$ cat src/rtl/bp_fe_be_endpoint_pkg.sv
// bp_fe_pkg: shared types for the FE side of the FE/BE link.
//   - bp_fe_cmd_opcode_e : fe_cmd opcodes (4-7 reserved, treated as pc_redirect)
//   - bp_fe_ep_state_e   : endpoint FSM states
//   - BP_FE_DECLARE_*    : fe_queue entry / fe_cmd structs, sized by the
//                          width parameters of the including module
//   - is_fence_op()      : true for opcodes that wait on fence_done
// No ports.

`define BP_FE_DECLARE_QUEUE_S(vaddr_w, instr_w, meta_w) \
    typedef struct packed { \
        logic                 exception; \
        logic [1:0]           exc_code; \
        logic [(vaddr_w)-1:0] pc; \
        logic [(instr_w)-1:0] instr; \
        logic [(meta_w)-1:0]  metadata; \
    } bp_fe_queue_s;

`define BP_FE_DECLARE_CMD_S(vaddr_w) \
    typedef struct packed { \
        logic [2:0]           opcode; \
        logic [(vaddr_w)-1:0] npc; \
    } bp_fe_cmd_s;

package bp_fe_pkg;

    typedef enum logic [2:0] {
        e_op_state_reset  = 3'd0,
        e_op_pc_redirect  = 3'd1,
        e_op_icache_fence = 3'd2,
        e_op_itlb_fence   = 3'd3
    } bp_fe_cmd_opcode_e;

    typedef enum logic [1:0] {
        e_run      = 2'd0,
        e_redirect = 2'd1,
        e_fence    = 2'd2
    } bp_fe_ep_state_e;

    function automatic logic is_fence_op(input logic [2:0] op);
        return (op == e_op_icache_fence) || (op == e_op_itlb_fence);
    endfunction

endpackage

$ cat src/rtl/bp_fe_be_endpoint_if.sv
// FE/BE endpoint signal bundle. Signal names are seen from the endpoint,
// so _i are endpoint inputs and _o endpoint outputs.
//   slave  : the endpoint (bp_fe_be_endpoint)
//   master : the environment (fetch pipeline + BE)
// Groups: fetch handshake, fe_queue handshake, fe_cmd handshake,
// redirect handshake, fence completion.

interface bp_fe_be_endpoint_if #(
    parameter int vaddr_width_p               = 39,
    parameter int instr_width_p               = 32,
    parameter int branch_metadata_fwd_width_p = 40
);
    localparam int fe_queue_width_lp = 3 + vaddr_width_p + instr_width_p + branch_metadata_fwd_width_p;
    localparam int fe_cmd_width_lp   = 3 + vaddr_width_p;

    logic                                   fetch_v_i;
    logic                                   fetch_ready_o;
    logic                                   fetch_exception_i;
    logic [1:0]                             fetch_exc_code_i;
    logic [vaddr_width_p-1:0]               fetch_pc_i;
    logic [instr_width_p-1:0]               fetch_instr_i;
    logic [branch_metadata_fwd_width_p-1:0] fetch_metadata_i;

    logic [fe_queue_width_lp-1:0]           fe_queue_o;
    logic                                   fe_queue_v_o;
    logic                                   fe_queue_ready_i;

    logic [fe_cmd_width_lp-1:0]             fe_cmd_i;
    logic                                   fe_cmd_v_i;
    logic                                   fe_cmd_yumi_o;

    logic                                   redirect_v_o;
    logic [2:0]                             redirect_opcode_o;
    logic [vaddr_width_p-1:0]               redirect_npc_o;
    logic                                   redirect_ready_i;
    logic                                   fence_done_i;

    modport slave (
        input  fetch_v_i, fetch_exception_i, fetch_exc_code_i, fetch_pc_i,
               fetch_instr_i, fetch_metadata_i, fe_queue_ready_i, fe_cmd_i,
               fe_cmd_v_i, redirect_ready_i, fence_done_i,
        output fetch_ready_o, fe_queue_o, fe_queue_v_o, fe_cmd_yumi_o,
               redirect_v_o, redirect_opcode_o, redirect_npc_o
    );

    modport master (
        output fetch_v_i, fetch_exception_i, fetch_exc_code_i, fetch_pc_i,
               fetch_instr_i, fetch_metadata_i, fe_queue_ready_i, fe_cmd_i,
               fe_cmd_v_i, redirect_ready_i, fence_done_i,
        input  fetch_ready_o, fe_queue_o, fe_queue_v_o, fe_cmd_yumi_o,
               redirect_v_o, redirect_opcode_o, redirect_npc_o
    );

endinterface

$ cat src/rtl/bp_fe_be_endpoint_fifo.sv
// bp_fe_endpoint_fifo: circular 1-read/1-write buffer.
//   clk_i, reset_n_i : clock, async active-low reset (empties the buffer)
//   clr_i            : synchronous flush, wins over v_i/yumi_i
//   v_i, data_i      : write (caller guarantees ~full_o)
//   yumi_i           : pop head (caller guarantees ~empty_o)
//   data_o           : head entry, valid while ~empty_o
//   full_o, empty_o  : occupancy flags

module bp_fe_endpoint_fifo #(
    parameter int width_p = 8,
    parameter int els_p   = 4
) (
    input  logic               clk_i,
    input  logic               reset_n_i,
    input  logic               clr_i,
    input  logic               v_i,
    input  logic [width_p-1:0] data_i,
    input  logic               yumi_i,
    output logic [width_p-1:0] data_o,
    output logic               full_o,
    output logic               empty_o
);
    localparam int ptr_w_lp = $clog2(els_p);
    localparam int cnt_w_lp = $clog2(els_p + 1);

    logic [width_p-1:0]  mem_q [els_p];
    logic [ptr_w_lp-1:0] wptr_q, wptr_d, rptr_q, rptr_d;
    logic [cnt_w_lp-1:0] cnt_q, cnt_d;

    // Power-of-two depth: pointers wrap by natural overflow.
    always_comb begin
        wptr_d = wptr_q + ptr_w_lp'(v_i);
        rptr_d = rptr_q + ptr_w_lp'(yumi_i);
        cnt_d  = cnt_q + cnt_w_lp'(v_i) - cnt_w_lp'(yumi_i);
        if (clr_i) begin
            wptr_d = '0;
            rptr_d = '0;
            cnt_d  = '0;
        end
    end

    always_ff @(posedge clk_i or negedge reset_n_i) begin
        if (!reset_n_i) begin
            wptr_q <= '0;
            rptr_q <= '0;
            cnt_q  <= '0;
        end else begin
            wptr_q <= wptr_d;
            rptr_q <= rptr_d;
            cnt_q  <= cnt_d;
        end
    end

    // Storage needs no reset; occupancy alone decides what is visible.
    always_ff @(posedge clk_i) begin
        if (v_i) mem_q[wptr_q] <= data_i;
    end

    assign data_o  = mem_q[rptr_q];
    assign full_o  = (cnt_q == cnt_w_lp'(els_p));
    assign empty_o = (cnt_q == '0);

endmodule

$ cat src/rtl/bp_fe_be_endpoint.sv
// bp_fe_be_endpoint: FE-side terminus of the FE/BE link.
//   clk_i, reset_n_i : clock, async active-low reset
//   fe_be (slave)    : fetch handshake in, fe_queue out toward the BE,
//                      fe_cmd in from the BE with yumi, redirect out to
//                      the fetch pipeline, fence completion in.
// Fetched entries are packed and buffered in a small FIFO. A BE command
// flushes the FIFO, is replayed to the fetch pipeline as a redirect and,
// for fences, waits for fence_done before the one-cycle yumi.

module bp_fe_be_endpoint
    import bp_fe_pkg::*;
#(
    parameter int vaddr_width_p               = 39,
    parameter int instr_width_p               = 32,
    parameter int branch_metadata_fwd_width_p = 40,
    parameter int fe_queue_els_p              = 4
) (
    input logic                 clk_i,
    input logic                 reset_n_i,
    bp_fe_be_endpoint_if.slave  fe_be
);
    `BP_FE_DECLARE_QUEUE_S(vaddr_width_p, instr_width_p, branch_metadata_fwd_width_p)
    `BP_FE_DECLARE_CMD_S(vaddr_width_p)

    localparam int fe_queue_width_lp = $bits(bp_fe_queue_s);

    localparam logic [1:0] S_RUN      = e_run;
    localparam logic [1:0] S_REDIRECT = e_redirect;
    localparam logic [1:0] S_FENCE    = e_fence;

    logic [1:0] state_q, state_d;
    bp_fe_cmd_s cmd_q, cmd_d;

    bp_fe_queue_s                 enq_entry;
    logic [fe_queue_width_lp-1:0] head_entry;
    logic full, empty, enq, deq, clr, fetch_ready, yumi, in_run;

    assign in_run = (state_q == S_RUN);

    // Gated by reset so the output reads 0 while reset is held, not just
    // after the first edge. A pending command blocks fetch so the flush
    // never races a same-cycle enqueue. No bypass when full.
    assign fetch_ready = reset_n_i & in_run & ~full & ~fe_be.fe_cmd_v_i;
    assign enq         = fe_be.fetch_v_i & fetch_ready;
    assign deq         = ~empty & fe_be.fe_queue_ready_i;
    assign clr         = in_run & fe_be.fe_cmd_v_i;

    assign enq_entry = '{
        exception: fe_be.fetch_exception_i,
        exc_code:  fe_be.fetch_exc_code_i,
        pc:        fe_be.fetch_pc_i,
        instr:     fe_be.fetch_instr_i,
        metadata:  fe_be.fetch_metadata_i
    };

    bp_fe_endpoint_fifo #(
        .width_p (fe_queue_width_lp),
        .els_p   (fe_queue_els_p)
    ) fifo (
        .clk_i     (clk_i),
        .reset_n_i (reset_n_i),
        .clr_i     (clr),
        .v_i       (enq),
        .data_i    (enq_entry),
        .yumi_i    (deq),
        .data_o    (head_entry),
        .full_o    (full),
        .empty_o   (empty)
    );

    always_comb begin
        state_d = state_q;
        cmd_d   = cmd_q;
        yumi    = 1'b0;
        case (state_q)
            S_RUN: begin
                if (fe_be.fe_cmd_v_i) begin
                    cmd_d   = fe_be.fe_cmd_i;
                    state_d = S_REDIRECT;
                end
            end
            S_REDIRECT: begin
                if (fe_be.redirect_ready_i) begin
                    if (is_fence_op(cmd_q.opcode)) begin
                        state_d = S_FENCE;
                    end else begin
                        yumi    = 1'b1;
                        state_d = S_RUN;
                    end
                end
            end
            S_FENCE: begin
                if (fe_be.fence_done_i) begin
                    yumi    = 1'b1;
                    state_d = S_RUN;
                end
            end
            default: state_d = S_RUN;
        endcase
    end

    always_ff @(posedge clk_i or negedge reset_n_i) begin
        if (!reset_n_i) begin
            state_q <= S_RUN;
            cmd_q   <= '0;
        end else begin
            state_q <= state_d;
            cmd_q   <= cmd_d;
        end
    end

    // FIFO is flushed on command entry, so ~empty already implies e_run.
    assign fe_be.fe_queue_o        = head_entry;
    assign fe_be.fe_queue_v_o      = ~empty;
    assign fe_be.fetch_ready_o     = fetch_ready;
    assign fe_be.fe_cmd_yumi_o     = yumi;
    assign fe_be.redirect_v_o      = (state_q == S_REDIRECT);
    assign fe_be.redirect_opcode_o = cmd_q.opcode;
    assign fe_be.redirect_npc_o    = cmd_q.npc;

    // The BE must hold fe_cmd_v_i until yumi; the block completes from
    // cmd_q regardless, this only flags the protocol breach.
    cmd_held_a: assert property (@(posedge clk_i) disable iff (!reset_n_i)
        (state_q != S_RUN) |-> fe_be.fe_cmd_v_i);

endmodule

$ cat src/flat_wrapper.sv
// flat-port wrapper written by rule: the top's interface ports become plain ports
module bp_fe_be_endpoint_flat import bp_fe_pkg::*;
#(
    parameter int vaddr_width_p               = 39,
    parameter int instr_width_p               = 32,
    parameter int branch_metadata_fwd_width_p = 40,
    parameter int fe_queue_els_p              = 4
)
  (clk_i, reset_n_i, fe_be_fetch_v_i, fe_be_fetch_exception_i, fe_be_fetch_exc_code_i, fe_be_fetch_pc_i, fe_be_fetch_instr_i, fe_be_fetch_metadata_i, fe_be_fe_queue_ready_i, fe_be_fe_cmd_i, fe_be_fe_cmd_v_i, fe_be_redirect_ready_i, fe_be_fence_done_i, fe_be_fetch_ready_o, fe_be_fe_queue_o, fe_be_fe_queue_v_o, fe_be_fe_cmd_yumi_o, fe_be_redirect_v_o, fe_be_redirect_opcode_o, fe_be_redirect_npc_o);
  bp_fe_be_endpoint_if #(.vaddr_width_p(vaddr_width_p), .instr_width_p(instr_width_p), .branch_metadata_fwd_width_p(branch_metadata_fwd_width_p)) fe_be_i ();
  input logic clk_i;
  input logic reset_n_i;
  input wire logic [$bits(fe_be_i.fetch_v_i)-1:0] fe_be_fetch_v_i;
  input wire logic [$bits(fe_be_i.fetch_exception_i)-1:0] fe_be_fetch_exception_i;
  input wire logic [$bits(fe_be_i.fetch_exc_code_i)-1:0] fe_be_fetch_exc_code_i;
  input wire logic [$bits(fe_be_i.fetch_pc_i)-1:0] fe_be_fetch_pc_i;
  input wire logic [$bits(fe_be_i.fetch_instr_i)-1:0] fe_be_fetch_instr_i;
  input wire logic [$bits(fe_be_i.fetch_metadata_i)-1:0] fe_be_fetch_metadata_i;
  input wire logic [$bits(fe_be_i.fe_queue_ready_i)-1:0] fe_be_fe_queue_ready_i;
  input wire logic [$bits(fe_be_i.fe_cmd_i)-1:0] fe_be_fe_cmd_i;
  input wire logic [$bits(fe_be_i.fe_cmd_v_i)-1:0] fe_be_fe_cmd_v_i;
  input wire logic [$bits(fe_be_i.redirect_ready_i)-1:0] fe_be_redirect_ready_i;
  input wire logic [$bits(fe_be_i.fence_done_i)-1:0] fe_be_fence_done_i;
  output wire logic [$bits(fe_be_i.fetch_ready_o)-1:0] fe_be_fetch_ready_o;
  output wire logic [$bits(fe_be_i.fe_queue_o)-1:0] fe_be_fe_queue_o;
  output wire logic [$bits(fe_be_i.fe_queue_v_o)-1:0] fe_be_fe_queue_v_o;
  output wire logic [$bits(fe_be_i.fe_cmd_yumi_o)-1:0] fe_be_fe_cmd_yumi_o;
  output wire logic [$bits(fe_be_i.redirect_v_o)-1:0] fe_be_redirect_v_o;
  output wire logic [$bits(fe_be_i.redirect_opcode_o)-1:0] fe_be_redirect_opcode_o;
  output wire logic [$bits(fe_be_i.redirect_npc_o)-1:0] fe_be_redirect_npc_o;
  assign fe_be_i.fetch_v_i = fe_be_fetch_v_i;
  assign fe_be_i.fetch_exception_i = fe_be_fetch_exception_i;
  assign fe_be_i.fetch_exc_code_i = fe_be_fetch_exc_code_i;
  assign fe_be_i.fetch_pc_i = fe_be_fetch_pc_i;
  assign fe_be_i.fetch_instr_i = fe_be_fetch_instr_i;
  assign fe_be_i.fetch_metadata_i = fe_be_fetch_metadata_i;
  assign fe_be_i.fe_queue_ready_i = fe_be_fe_queue_ready_i;
  assign fe_be_i.fe_cmd_i = fe_be_fe_cmd_i;
  assign fe_be_i.fe_cmd_v_i = fe_be_fe_cmd_v_i;
  assign fe_be_i.redirect_ready_i = fe_be_redirect_ready_i;
  assign fe_be_i.fence_done_i = fe_be_fence_done_i;
  assign fe_be_fetch_ready_o = fe_be_i.fetch_ready_o;
  assign fe_be_fe_queue_o = fe_be_i.fe_queue_o;
  assign fe_be_fe_queue_v_o = fe_be_i.fe_queue_v_o;
  assign fe_be_fe_cmd_yumi_o = fe_be_i.fe_cmd_yumi_o;
  assign fe_be_redirect_v_o = fe_be_i.redirect_v_o;
  assign fe_be_redirect_opcode_o = fe_be_i.redirect_opcode_o;
  assign fe_be_redirect_npc_o = fe_be_i.redirect_npc_o;
  bp_fe_be_endpoint #(.vaddr_width_p(vaddr_width_p), .instr_width_p(instr_width_p), .branch_metadata_fwd_width_p(branch_metadata_fwd_width_p), .fe_queue_els_p(fe_queue_els_p)) u_core (.clk_i(clk_i), .reset_n_i(reset_n_i), .fe_be(fe_be_i));
endmodule
$ cat config.mk
export PLATFORM = sky130hd
export DESIGN_NAME = bp_fe_be_endpoint_flat
export DESIGN_NICKNAME = d
export VERILOG_FILES = /design/src/rtl/bp_fe_be_endpoint_pkg.sv /design/src/rtl/bp_fe_be_endpoint_if.sv /design/src/rtl/bp_fe_be_endpoint_fifo.sv /design/src/rtl/bp_fe_be_endpoint.sv /design/src/flat_wrapper.sv
export SDC_FILE = /design/constraint.sdc
export NUM_CORES = 1
export LEC_CHECK = 0
export BUFFER_PORTS_ARGS = -buffer_cell sky130_fd_sc_hd__buf_2
export CORE_MARGIN = 2
export CORE_UTILIZATION = 38
export DETAILED_ROUTE_END_ITERATION = 16
export GPL_TIMING_DRIVEN = 0
export SYNTH_ARGS = -nofsm -noshare
export SYNTH_HDL_FRONTEND = slang
export SYNTH_SLANG_ARGS = --single-unit
$ cat constraint.sdc
create_clock -name clk_i -period 23.2 [get_ports clk_i]
set_input_delay 3.48 -clock clk_i [delete_from_list [all_inputs] [get_ports clk_i]]
set_output_delay 3.48 -clock clk_i [all_outputs]
set_load 0.02 [all_outputs]
==> impl_results.md <==
* Status: finished, final reports clean
* Reg area at 15000 µm²
* Synthesized instance count at 741
* Initial Util at 38.2%
* Sw Pwr at 0.804 mW
* Post-cts resize count at 0
* Crit path launch type: input pin
* Htree depth at 2
* Fmax at 119 MHz
* Crit path largest cell delay at 850 ps
* Lkg Pwr at 8.31 nW
* Post-CTS Hold Buffers at 0
* Final setup TNS at 0 ps
* CTS tree: done
* DRT antenna net count at 0
* PwrDens at 116 nW/µm²
* Worst hold slack at 506 ps
* Top delay family on crit path: buffers and inverters
* Pin count of the biggest net entering global routing at 54
* Final period utilization at 36.3%
* HPWL Detailed at 27500 µm
* Ys Warns at 0
* 1st-pass router iterations at 4
* Yosys cell types at 31
* Crit-path slowest cell: buf_2
* Share of cells above drive strength 1 at 52.7%
* Setup Crit Path Kind: in -> out
* Critical path peak fanout at 53
* I/O pin count at 323
* Worst setup EP type: output pin
* Crit path top cell by count: buf_2
* Core Area at 48600 µm²
* Int Power at 1.91 mW
* CP Buf/Inv Count at 2
* Clock share of power at 31.6%
* Total routed wirelength at 39200 µm
* Initial drt markers at 418
* Cell Area, Synth at 18600 µm²
* Residual DRC at 0
* Synthesized Nets at 913
* Most common cell after layout, fill and taps aside: edfxtp_1
* Hold Crit Class: reg -> reg
* Max cap viols at 0
* Sw Share at 29.6%
* RSZ-0062 raised after global routing: no
* Register area share after synthesis at 80.5%
* Drt wl/cell at 21.4 µm
* Final setup viols at 0
* CP arrival at 4930 ps
* Insertion delay to the later sink of the worst-skew pair at 580 ps
* Max VDD drop at 92.4 µV
* Nets at 1337
* Num CTS Buffers at 53
* CTS max path bufs at 3
* Setup ws final at 14790 ps
* IO Port Bufs at 322
* Syn_area_per_cell at 25.1 µm²
* Required time worst endpoint at 19720 ps
* Total grt overflow at 0
* Rel. slew slack at 22.1%
* Post-Place Worst Slack at 14690 ps
* Die height at 225 µm
* Max Slew Vio Count at 0
* CTS root buffer: clkbuf_16
* Antenna violations before repair at 9
* Die Wd at 225 µm
* Hold Fails Final Rpt at 0
* Total of fill cells in the finished design at 4039
* Die Area at 50700 µm²
* Layout Skew at 10.2 ps
* Postcts setup bufs at 0
* Most frequent cells in the layout: edfxtp_1, buf_2, mux4_2
* Cell Rows at 81
* Gr usage total at 15.4%
* Register share of total power at 40.3%
* Post-layout min period at 8410 ps
* First-pass GRT wire length at 58400 µm
* Final Wtd Congestion at 0.697
* Sink Count at 507
* Area delta synth->final at 25.9%
* Multi-input logic area at 3410 µm²
* Comb pwr share at 28.1%
* Via density at 4.93
* Synthesized flop and latch total at 507
* Critical Path, Cell by Cell: buf_2 -> and3_1 -> buf_2
* Vias in the first global route at 9665
* CTS clk-pin slew, worst paths at 60 ps
* Worst slew pin tran at 1170 ps
* DR vias at 9026
==> through the flow <==
stage	total power, mW	instance area, µm²	cells	utilization, %
final	2.72	23400	1832	48.1
after CTS	2.77	23400	1830	48.1
after global routing	2.84	23400	1830	48.1
after global placement	1.89	21000	1685	43.1
after detailed placement	1.90	21600	1732	44.4
after floorplan	1.64	18600	741	-
==> registers in the layout, summed over array words and instances (netlist names) <==
register,count
u_core.fifo.mem_q,456
u_core.state_q,2
u_core.fifo.wptr_q,2
u_core.fifo.rptr_q,2
u_core.fe_be.redirect_npc_o,39
u_core.fe_be.redirect_opcode_o,3
u_core.fifo.cnt_q,3
==> path summary, 6_finish.rpt <==
kind,to,from,slack [ps],depth (start not counted)
worst max-delay path,fe_be_fetch_ready_o,reset_n_i,14790,3
worst min-delay path,u_core.fe_be.redirect_npc_o[3]$_DFFE_PN0P_,u_core.fe_be.redirect_npc_o[3]$_DFFE_PN0P_,510,1
worst max register to register,u_core.fifo.mem_q[2][87]$_DFFE_PP_,u_core.state_q[0]$_DFFE_PN0P_,19500,11
worst min register to register,u_core.fe_be.redirect_npc_o[3]$_DFFE_PN0P_,u_core.fe_be.redirect_npc_o[3]$_DFFE_PN0P_,510,1
max in group asynchronous,u_core.fifo.cnt_q[2]$_DFF_PN0_,reset_n_i,19350,1
min in group asynchronous,u_core.fe_be.redirect_npc_o[4]$_DFFE_PN0P_,reset_n_i,3130,1
==> cell type report <==
class	instances	share of cell area, %
inverter	5	0.0802
antenna	2	0.0214
tap	622	3.32
multi-input combinational	199	14.6
sequential	507	63.9
buffer	30	0.951
clock inverter	30	1.45
clock buffer	68	6.17
timing repair buffer	369	9.49
==> cells by family after synthesis <==
logic type,after synthesis,synth area share [%]
buf+inv,35,1.30
flops,507,80.5
fa+ha+maj,9,0.646
xor+xnor,4,0.188
simple gates,23,0.767
compound gates,6,0.202
mux,157,16.4
==> cells in the mapped netlist (all sizes together) <==
master | instances | area [µm²]
buf | 25 | 204
nand2b | 1 | 6.26
nor3b | 2 | 15.0
and2b | 1 | 7.51
a32oi | 1 | 8.76
inv | 5 | 18.8
xnor2 | 4 | 35.0
or3b | 1 | 8.76
nand4 | 1 | 6.26
edfxtp | 456 | 13700
and3 | 1 | 6.26
fa | 1 | 20.0
a21oi | 3 | 15.0
mux4 | 114 | 2570
nor2 | 1 | 3.75
ha | 8 | 100
mux2 | 43 | 484
o311ai | 1 | 8.76
nand2 | 3 | 13.8
or3 | 1 | 6.26
nor3 | 2 | 10.0
nand4b | 1 | 8.76
and2 | 5 | 31.3
clkbuf | 5 | 18.8
o21ai | 1 | 5.00
nor2b | 3 | 18.8
dfrtp | 51 | 1280
==> power by group through the flow <==
stage | registers [mW] | logic, mW | clock network [mW]
6_report | 1.10 | 0.764 | 0.858
3_5_place_dp | 1.11 | 0.782 | 0
5_1_grt | 1.10 | 0.822 | 0.916
3_3_place_gp | 1.12 | 0.770 | 0
4_1_cts | 1.10 | 0.784 | 0.886
2_1_floorplan | 1.16 | 0.475 | 0
==> routing by layer <==
metal	share of wire, %	up-vias	GRT usage (%)	wire (µm)
met2	48	309	24.9	18600
met5	0.18	-	0	71
met3	8.6	60	5.79	3370
met4	1.8	12	3.78	694
met1	42	4654	19.6	16400
li1	-	3991	-	-
Note: power is estimated with default switching activity, not from simulation.
